**src/rtl/truth_table_sweeper.sv**
```systemverilog
// truth_table_sweeper: steps an NVARS-bit vector through every combination,
// drives it onto a 3-input SoP/PoS pair, captures both truth tables and
// compares them against the EXPECT minterm mask.
// Optional build macro SWEEP_STOP_ON_FAIL_EN: end the sweep on the first
// failing vector, keeping that vector's results.
module truth_table_sweeper #(
  parameter int                      NVARS  = 3,
  parameter logic [(1<<NVARS)-1:0]   EXPECT = 8'hD5
) (
  input  logic                      clk,
  input  logic                      reset,
  input  logic                      start,
  input  logic                      sop_in,
  input  logic                      pos_in,
  output logic [NVARS-1:0]          vec,
  output logic                      busy,
  output logic                      done,
  output logic [(1<<NVARS)-1:0]     table_sop,
  output logic [(1<<NVARS)-1:0]     table_pos,
  output logic                      mismatch,
  output logic [NVARS:0]            fail_count,
  output logic [NVARS-1:0]          first_fail
);

  localparam int                TW   = 1 << NVARS;
  localparam logic [NVARS-1:0]  LAST = '1;

  typedef enum logic [1:0] {IDLE, DRIVE, SAMPLE, DONE} state_t;

  state_t              state_q;
  logic [NVARS-1:0]    vec_q;
  logic                busy_q, done_q, mismatch_q;
  logic [TW-1:0]       table_sop_q, table_pos_q;
  logic [NVARS:0]      fail_count_q;
  logic [NVARS-1:0]    first_fail_q;

  logic                fail_d;
  logic                finish_d;

  // Per-sample verdict and whether this sample ends the sweep.
  always_comb begin
    fail_d   = (sop_in != EXPECT[vec_q]) || (pos_in != EXPECT[vec_q]);
    finish_d = (vec_q == LAST);
`ifdef SWEEP_STOP_ON_FAIL_EN
    if (fail_d) finish_d = 1'b1;
`endif
  end

  // Sweep FSM; every output is a register updated here.
  always_ff @(posedge clk) begin
    if (reset) begin
      state_q      <= IDLE;
      vec_q        <= '0;
      busy_q       <= 1'b0;
      done_q       <= 1'b0;
      mismatch_q   <= 1'b0;
      table_sop_q  <= '0;
      table_pos_q  <= '0;
      fail_count_q <= '0;
      first_fail_q <= '0;
    end else begin
      case (state_q)
        // IDLE and DONE both accept start; DONE holds results until then.
        IDLE, DONE: begin
          if (start) begin
            state_q      <= DRIVE;
            vec_q        <= '0;
            busy_q       <= 1'b1;
            done_q       <= 1'b0;
            mismatch_q   <= 1'b0;
            table_sop_q  <= '0;
            table_pos_q  <= '0;
            fail_count_q <= '0;
            first_fail_q <= '0;
          end
        end
        // One settle cycle for the downstream combinational pair.
        DRIVE: state_q <= SAMPLE;
        SAMPLE: begin
          table_sop_q[vec_q] <= sop_in;
          table_pos_q[vec_q] <= pos_in;
          if (fail_d) begin
            fail_count_q <= fail_count_q + (NVARS+1)'(1);
            mismatch_q   <= 1'b1;
            if (!mismatch_q) first_fail_q <= vec_q;
          end
          if (finish_d) begin
            // vec holds its last value; no wrap.
            state_q <= DONE;
            busy_q  <= 1'b0;
            done_q  <= 1'b1;
          end else begin
            vec_q   <= vec_q + NVARS'(1);
            state_q <= DRIVE;
          end
        end
        default: state_q <= IDLE;
      endcase
    end
  end

  assign vec        = vec_q;
  assign busy       = busy_q;
  assign done       = done_q;
  assign table_sop  = table_sop_q;
  assign table_pos  = table_pos_q;
  assign mismatch   = mismatch_q;
  assign fail_count = fail_count_q;
  assign first_fail = first_fail_q;

endmodule

```
**config.mk**
```make
export PLATFORM = sky130hd
export DESIGN_NAME = truth_table_sweeper
export DESIGN_NICKNAME = d
export VERILOG_FILES = /design/src/rtl/truth_table_sweeper.sv
export SDC_FILE = /design/constraint.sdc
export NUM_CORES = 1
export LEC_CHECK = 0
export BUFFER_PORTS_ARGS = -buffer_cell sky130_fd_sc_hd__buf_2
export CORE_MARGIN = 1.5
export CORE_UTILIZATION = 57
export DETAILED_ROUTE_END_ITERATION = 10
export PLACE_DENSITY = 0.83
export SLEW_MARGIN = 40
export SYNTH_ARGS = -nofsm -noshare
export SYNTH_HDL_FRONTEND = slang
export SYNTH_SLANG_ARGS = --single-unit
```
**constraint.sdc**
```tcl
create_clock -name clk -period 5.5 [get_ports clk]
set_input_delay 1.1 -clock clk [delete_from_list [all_inputs] [get_ports clk]]
set_output_delay 1.1 -clock clk [all_outputs]
set_load 0.005 [all_outputs]
```
# Yosys cells after proc, flatten, opt, wreduce, memory -nomap -nowiden
# Memories as Yosys holds them, arrays and structs flattened. A register that Yosys moved wholly into a read port is not among the register bits.
# Cells that the tools add are included.
word_totals:
  regBits: 31
  latchBits: 0
  ramBits: 0
  romBits: 8
  input_bits: 5
  out_inout_bits: 29
  mem_count: 1
mem_list:
  columns: ["name", "words", "word_bits", "read_ports", "rd_ports_with_merged_regs", "write_ports", "line_no", "source"]
  rows:
  - ["(no name shown)", 8, 1, 1, 1, 0, "42", "fail_d = (sop_in != EXPECT[vec_q]) || (pos_in != EXPECT[vec_q]);"]
op_classes:
  addsub: 2
  multipliers: 0
  div: 0
  n_lt_le_gt_ge: 2
  eq_ne: 11
  shifts: 0
  muxes: 30
  bitwise_logic: 0
  reduce_logical: 10
ops:
  columns: ["cell", "count"]
  rows:
  - ["case mux 8 bit (2 select lines)", 2]
  - ["two-way mux 3 bit", 6]
  - ["bitwise mux 8 bit", 2]
  - ["case mux 3 bit (2 select lines)", 2]
  - ["!= test 2 bit (second input constant)", 5]
  - ["AND reduction 3 bit", 3]
  - ["two-way mux 4 bit", 2]
  - ["two-way mux 8 bit", 1]
  - ["case mux 4 bit (2 select lines)", 1]
  - ["two-way mux 1 bit", 7]
  - ["case mux 1 bit (2 select lines)", 3]
  - ["case mux 2 bit (3 select lines)", 1]
  - ["adder 4 x 1 -> 4 bit (second input constant)", 1]
  - ["equality test 2 bit (second input constant)", 2]
  - ["less-than comparator 3 x 4 -> 1 bit (second input constant)", 1]
  - ["two-way mux 2 bit", 2]
  - ["AND reduction 4 bit", 1]
  - ["adder 3 x 1 -> 3 bit (second input constant)", 1]
  - ["demux 1 bit (select 3 bit)", 1]
  - ["equality test 3 bit (second input constant)", 1]
  - [">= comparator 3 x 1 -> 1 bit (second input constant)", 1]
  - ["equality test 2 x 1 -> 1 bit (second input constant)", 1]
  - ["zero test 2 bit", 1]
  - ["!= test 1 bit", 2]
  - ["other kinds (5)", 5]

# Longest topological paths before layout
logic_depth:
  depth_word: 6
  mapped_depth: 9

# Least setup slack after synthesis
# OpenSTA, ideal clock, no wires.
synth_timing:
  path_kind: "in2reg"
  start: "input port sop_in"
  end: "register fail_count_q[2], in the netlist fail_count[2]"
  setup_time_ns: 0.133
  arrival_ns: 2.154
  required_time_ns: 5.367
  setup_slack_ns: 3.214
  path_stages: 5
  cell_sequence: "or4b_1 -> and3b_1 -> buf_2 -> nand4b_1 -> a31oi_1"
synth_between:
  elab_chain_cells: 4
synth_lines:
  columns: ["element", "line_no", "source"]
  rows:
  - ["start, declared", "13", "input logic sop_in,"]
  - ["!= test 1 bit", "42", null]
  - ["logical OR 1 bit", "42", null]
  - ["!= test 2 bit (no source line)", null, null]
  - ["AND reduction 3 bit (no source line)", null, null]
  - ["end signal, assigned", "83", "fail_count_q <= fail_count_q + (NVARS+1)'(1);"]
  - ["end, declared", "34", "logic [NVARS:0] fail_count_q;"]
# Every way passes these cells.
# A chain may end at the register's enable or synchronous reset.

# Worst setup path after layout
layout_timing:
  start: "register state_q[0]"
  end: "register fail_count_q[3], in the netlist fail_count[3]"
layout_between:
  elab_chain_cells: 4
  elab_cells_between_ends: 9
  cone_classes: "eq/ne (4); mux (1); reduce/logical (4)"
layout_lines:
  columns: ["element", "line_no", "source"]
  rows:
  - ["start, declared", "30", "state_t state_q;"]
  - ["start signal, assigned", "52", "state_q <= IDLE;"]
  - ["start signal, assigned", "66", "state_q <= DRIVE;"]
  - ["start signal, assigned", "78", "DRIVE: state_q <= SAMPLE;"]
  - ["equality test 2 bit / zero test 2 bit (equally long branches)", "62", "case (state_q)"]
  - ["OR reduction 2 bit", "62", null]
  - ["!= test 2 bit (no source line) / nonzero test 2 bit (equally long branches)", null, null]
  - ["AND reduction 3 bit (no source line)", null, null]
# Several ways; a longest one is shown, not always the timed one.

==> impl_metrics.py <==
metrics = {
    "setup_path": {
        "critPathBufInv": 1,
        "startpoint_type": "flop",
        "cp.required_ns": 5.78,
        "worstSetupEndpointType": "flop",
        "cp_cell_sequence": "inv_1 -> ha_1 -> mux2i_1 -> nand3b_4 -> or4_1 -> a21oi_1",
        "critPathKind": "reg2reg",
        "slowest_delay_ns": 0.58,
        "crit_fanout": 24,
        "slowest_stage": "ha_1",
        "crit_family": "simple AND/OR/NAND/NOR gates",
        "crit_arrival_ns": 2.73,
    },
    "clocking": {
        "cts_setup_buffers": 0,
        "cts_buffer_depth": 2,
        "htreeDepth": 2,
        "cts_tree": "done",
        "cts_inserted_buffers": 5,
        "cts_root_buffer": "clkbuf_4",
        "hold_buffers": 0,
        "cts_resized": 0,
        "clkTransAtPathRegs_ns": 0.10,
        "clkLatencyLatePin_ns": 0.34,
        "clock-sinks": 32,
    },
    "grt": {
        "track_usage": 0.231,
        "antenna_found_initial": 0,
        "grt_pass1_vias": 1304,
        "grt-ovfl-total": 0,
        "grt_pass1_wl_mm": 5.58,
        "grt_max_degree": 31,
    },
    "routing": {
        "drcViolationCount": 0,
        "wl_per_cell_um": 13.9,
        "wl_mm": 3.34,
        "first_iter_violations": 57,
        "vias_per_cell": 5.85,
        "vias": 1405,
        "ant_nets": 0,
        "drt_first_pass_iters": 4,
    },
    "pwr": {
        "p_clk_frac": 0.196,
        "powerDensity_nw_per_um2": 357,
        "pwr-share-seq": 0.430,
        "p_sw_uw": 236,
        "p_int_uw": 384,
        "leakage_nw": 0.747,
        "combPwrFrac": 0.374,
        "sw_frac_of_total": 0.381,
        "worst_ir_drop_vdd_mv": 0.269,
    },
    "place": {
        "hpwl_mm": 2.28,
        "dp.cells": 233,
        "gp_congestion": 0.816,
        "portBuffers": 33,
    },
    "yosys": {
        "avgSynthCellArea_um2": 8.41,
        "synthArstFlopShare": 0,
        "synth-edff-count": 0,
        "yosysWarnings": 0,
        "yosys.area.top_type": "dfxtp_1",
        "syn_area_um2": 1560,
        "synth_seq_area_share": 0.412,
        "synth_most_common_cell": "dfxtp_1",
        "synth-main-ff-cell": "dfxtp_1",
        "synth_seq_cells": 32,
        "syn-num-nets": 196,
        "ys_types": 33,
        "synthTopCellsByCount": "32 x dfxtp_1, 24 x nor2_1, 16 x a22oi_1, 16 x nand2_1, 14 x a21oi_1",
        "synthTopCellsByArea": "dfxtp_1 41%, a22oi_1 7.7%, nor2_1 5.8%",
        "synth_top_area_frac": 0.412,
        "netlist_instances": 185,
    },
    "timing": {
        "worst_slew_pin_slew_ns": 0.750,
        "timing.fmax_ghz": 0.408,
        "drv_slew": 0,
        "finalSetupTns_ns": 0,
        "fin_crit_ns": 2.45,
        "layout_worst_path_cycle_share": 0.445,
        "finalHoldViolCount": 0,
        "rsz0062_at_grt": "no",
        "relSlewSlack": 0.485,
        "finalSetupViolCount": 0,
        "fin_skew_ns": 0.0105,
    },
    "floorplanning": {
        "die_w_um": 55.2,
        "io-pin-count": 34,
        "initial_core_util": 0.617,
        "die_area_um2": 3050,
        "die_h_um": 55.2,
        "num_rows": 18,
        "coreArea_um2": 2520,
    },
    "final_layout": {
        "antennaDiodeCount": 0,
        "nNetsFinal": 221,
        "drive_gt1_frac": 0.190,
        "area_growth_pct": 11.9,
        "final_cells": 240,
    },
    "worst_hold_path": {
        "hold_class": "reg2reg",
    },
    "flow_run": {
        "max-cap-violations": 0,
    },
    "outcome": {
        "status": "finished, final reports clean",
    },
}
## tightest hold or removal path, cell delays in order, from the launching register on
cell and delay [ns]:
dfxtp_1 0.33, o21ai_0 0.07, a21oi_1 0.06
## registers in the layout (all words and copies together), names as in the netlist, named ones only
signal	cells
vec	3
state_q	2
fail_count	4
done	1
first_fail	3
table_pos	8
mismatch	1
table_sop	8
busy	1
## power groups by stage
stage | Combinational [mW] | Clock (mW) | Sequential, mW
finish | 0.232 | 0.121 | 0.267
global route | 0.264 | 0.134 | 0.270
CTS | 0.231 | 0.126 | 0.267
detailed placement | 0.229 | 0 | 0.272
global placement | 0.221 | 0 | 0.271
floorplan | 0.199 | 0 | 0.266
## path summary, 6_finish.rpt
| check | startpoint | to | slack (ns) | cells after the start |
|---|---|---|---|---|
| min reg2reg | fail_count[3] | fail_count[3] | 0.49 | 2 |
| min | fail_count[3] | fail_count[3] | 0.49 | 2 |
| max | state_q[0] | fail_count[3] | 3.05 | 6 |
| max reg2reg | state_q[0] | fail_count[3] | 3.05 | 6 |
## metrics by stage
step                worst slack [ns]  hold slack [ns]  total power [mW]  cell area [µm²]   util
global route                    2.84            0.518             0.667             1740  0.690
floorplan                       3.21            0.466             0.465             1560      -
global placement                3.03            0.466             0.491             1690  0.672
CTS                             3.06            0.495             0.624             1740  0.690
finish                          3.05            0.493             0.621             1740  0.690
detailed placement              2.95            0.483             0.501             1690  0.672
## logic make-up (layout without fill, tap and decap cells)
logic type | Yosys count | in the layout | share of synthesized area
adder cells (fa/ha/maj) | 6 | 6 | 0.0483
flip-flops | 32 | 32 | 0.412
buffers and inverters | 19 | 44 | 0.0507
multiplexers | 1 | 1 | 0.00644
AO/OA/AOI/OAI | 50 | 50 | 0.211
AND/OR/NAND/NOR | 77 | 77 | 0.272
## metal layers
layer,share of wire,track usage,vias to the layer above
li1,-,-,712
met1,0.45,0.287,648
met2,0.47,0.362,37
met3,0.056,0.0609,8
met4,0.019,0.129,0
met5,0,0,-
## area by class of cell
type	instances	area, µm²
clock buffer	6	41.3
clock inverter	1	5.00
fill	213	782
inverter	4	15.0
multi-input combinational	134	836
sequential	32	641
tap	30	37.5
timing repair buffer	33	165
## cells in the final DEF, fill, tap and decap left out, types with 2 or more instances in the layout
master,Yosys,final
and3b_1,2,2
and3_1,4,4
a22oi_1,16,16
a21oi_1,14,14
inv_1,4,4
clkbuf_4,0,5
and2_1,4,4
nor3_1,2,2
o21bai_1,6,6
a21o_1,2,2
nand3_1,2,2
nor3b_1,3,3
ha_1,6,6
dfxtp_1,32,32
nand2b_1,3,3
nor2_1,24,24
nand4b_1,4,4
nand2_1,16,16
nand3b_1,7,7
a31oi_1,3,3
o21ai_0,4,4
buf_2,3,33
a211oi_1,3,3
No activity file was read; power rests on OpenSTA's default activity.
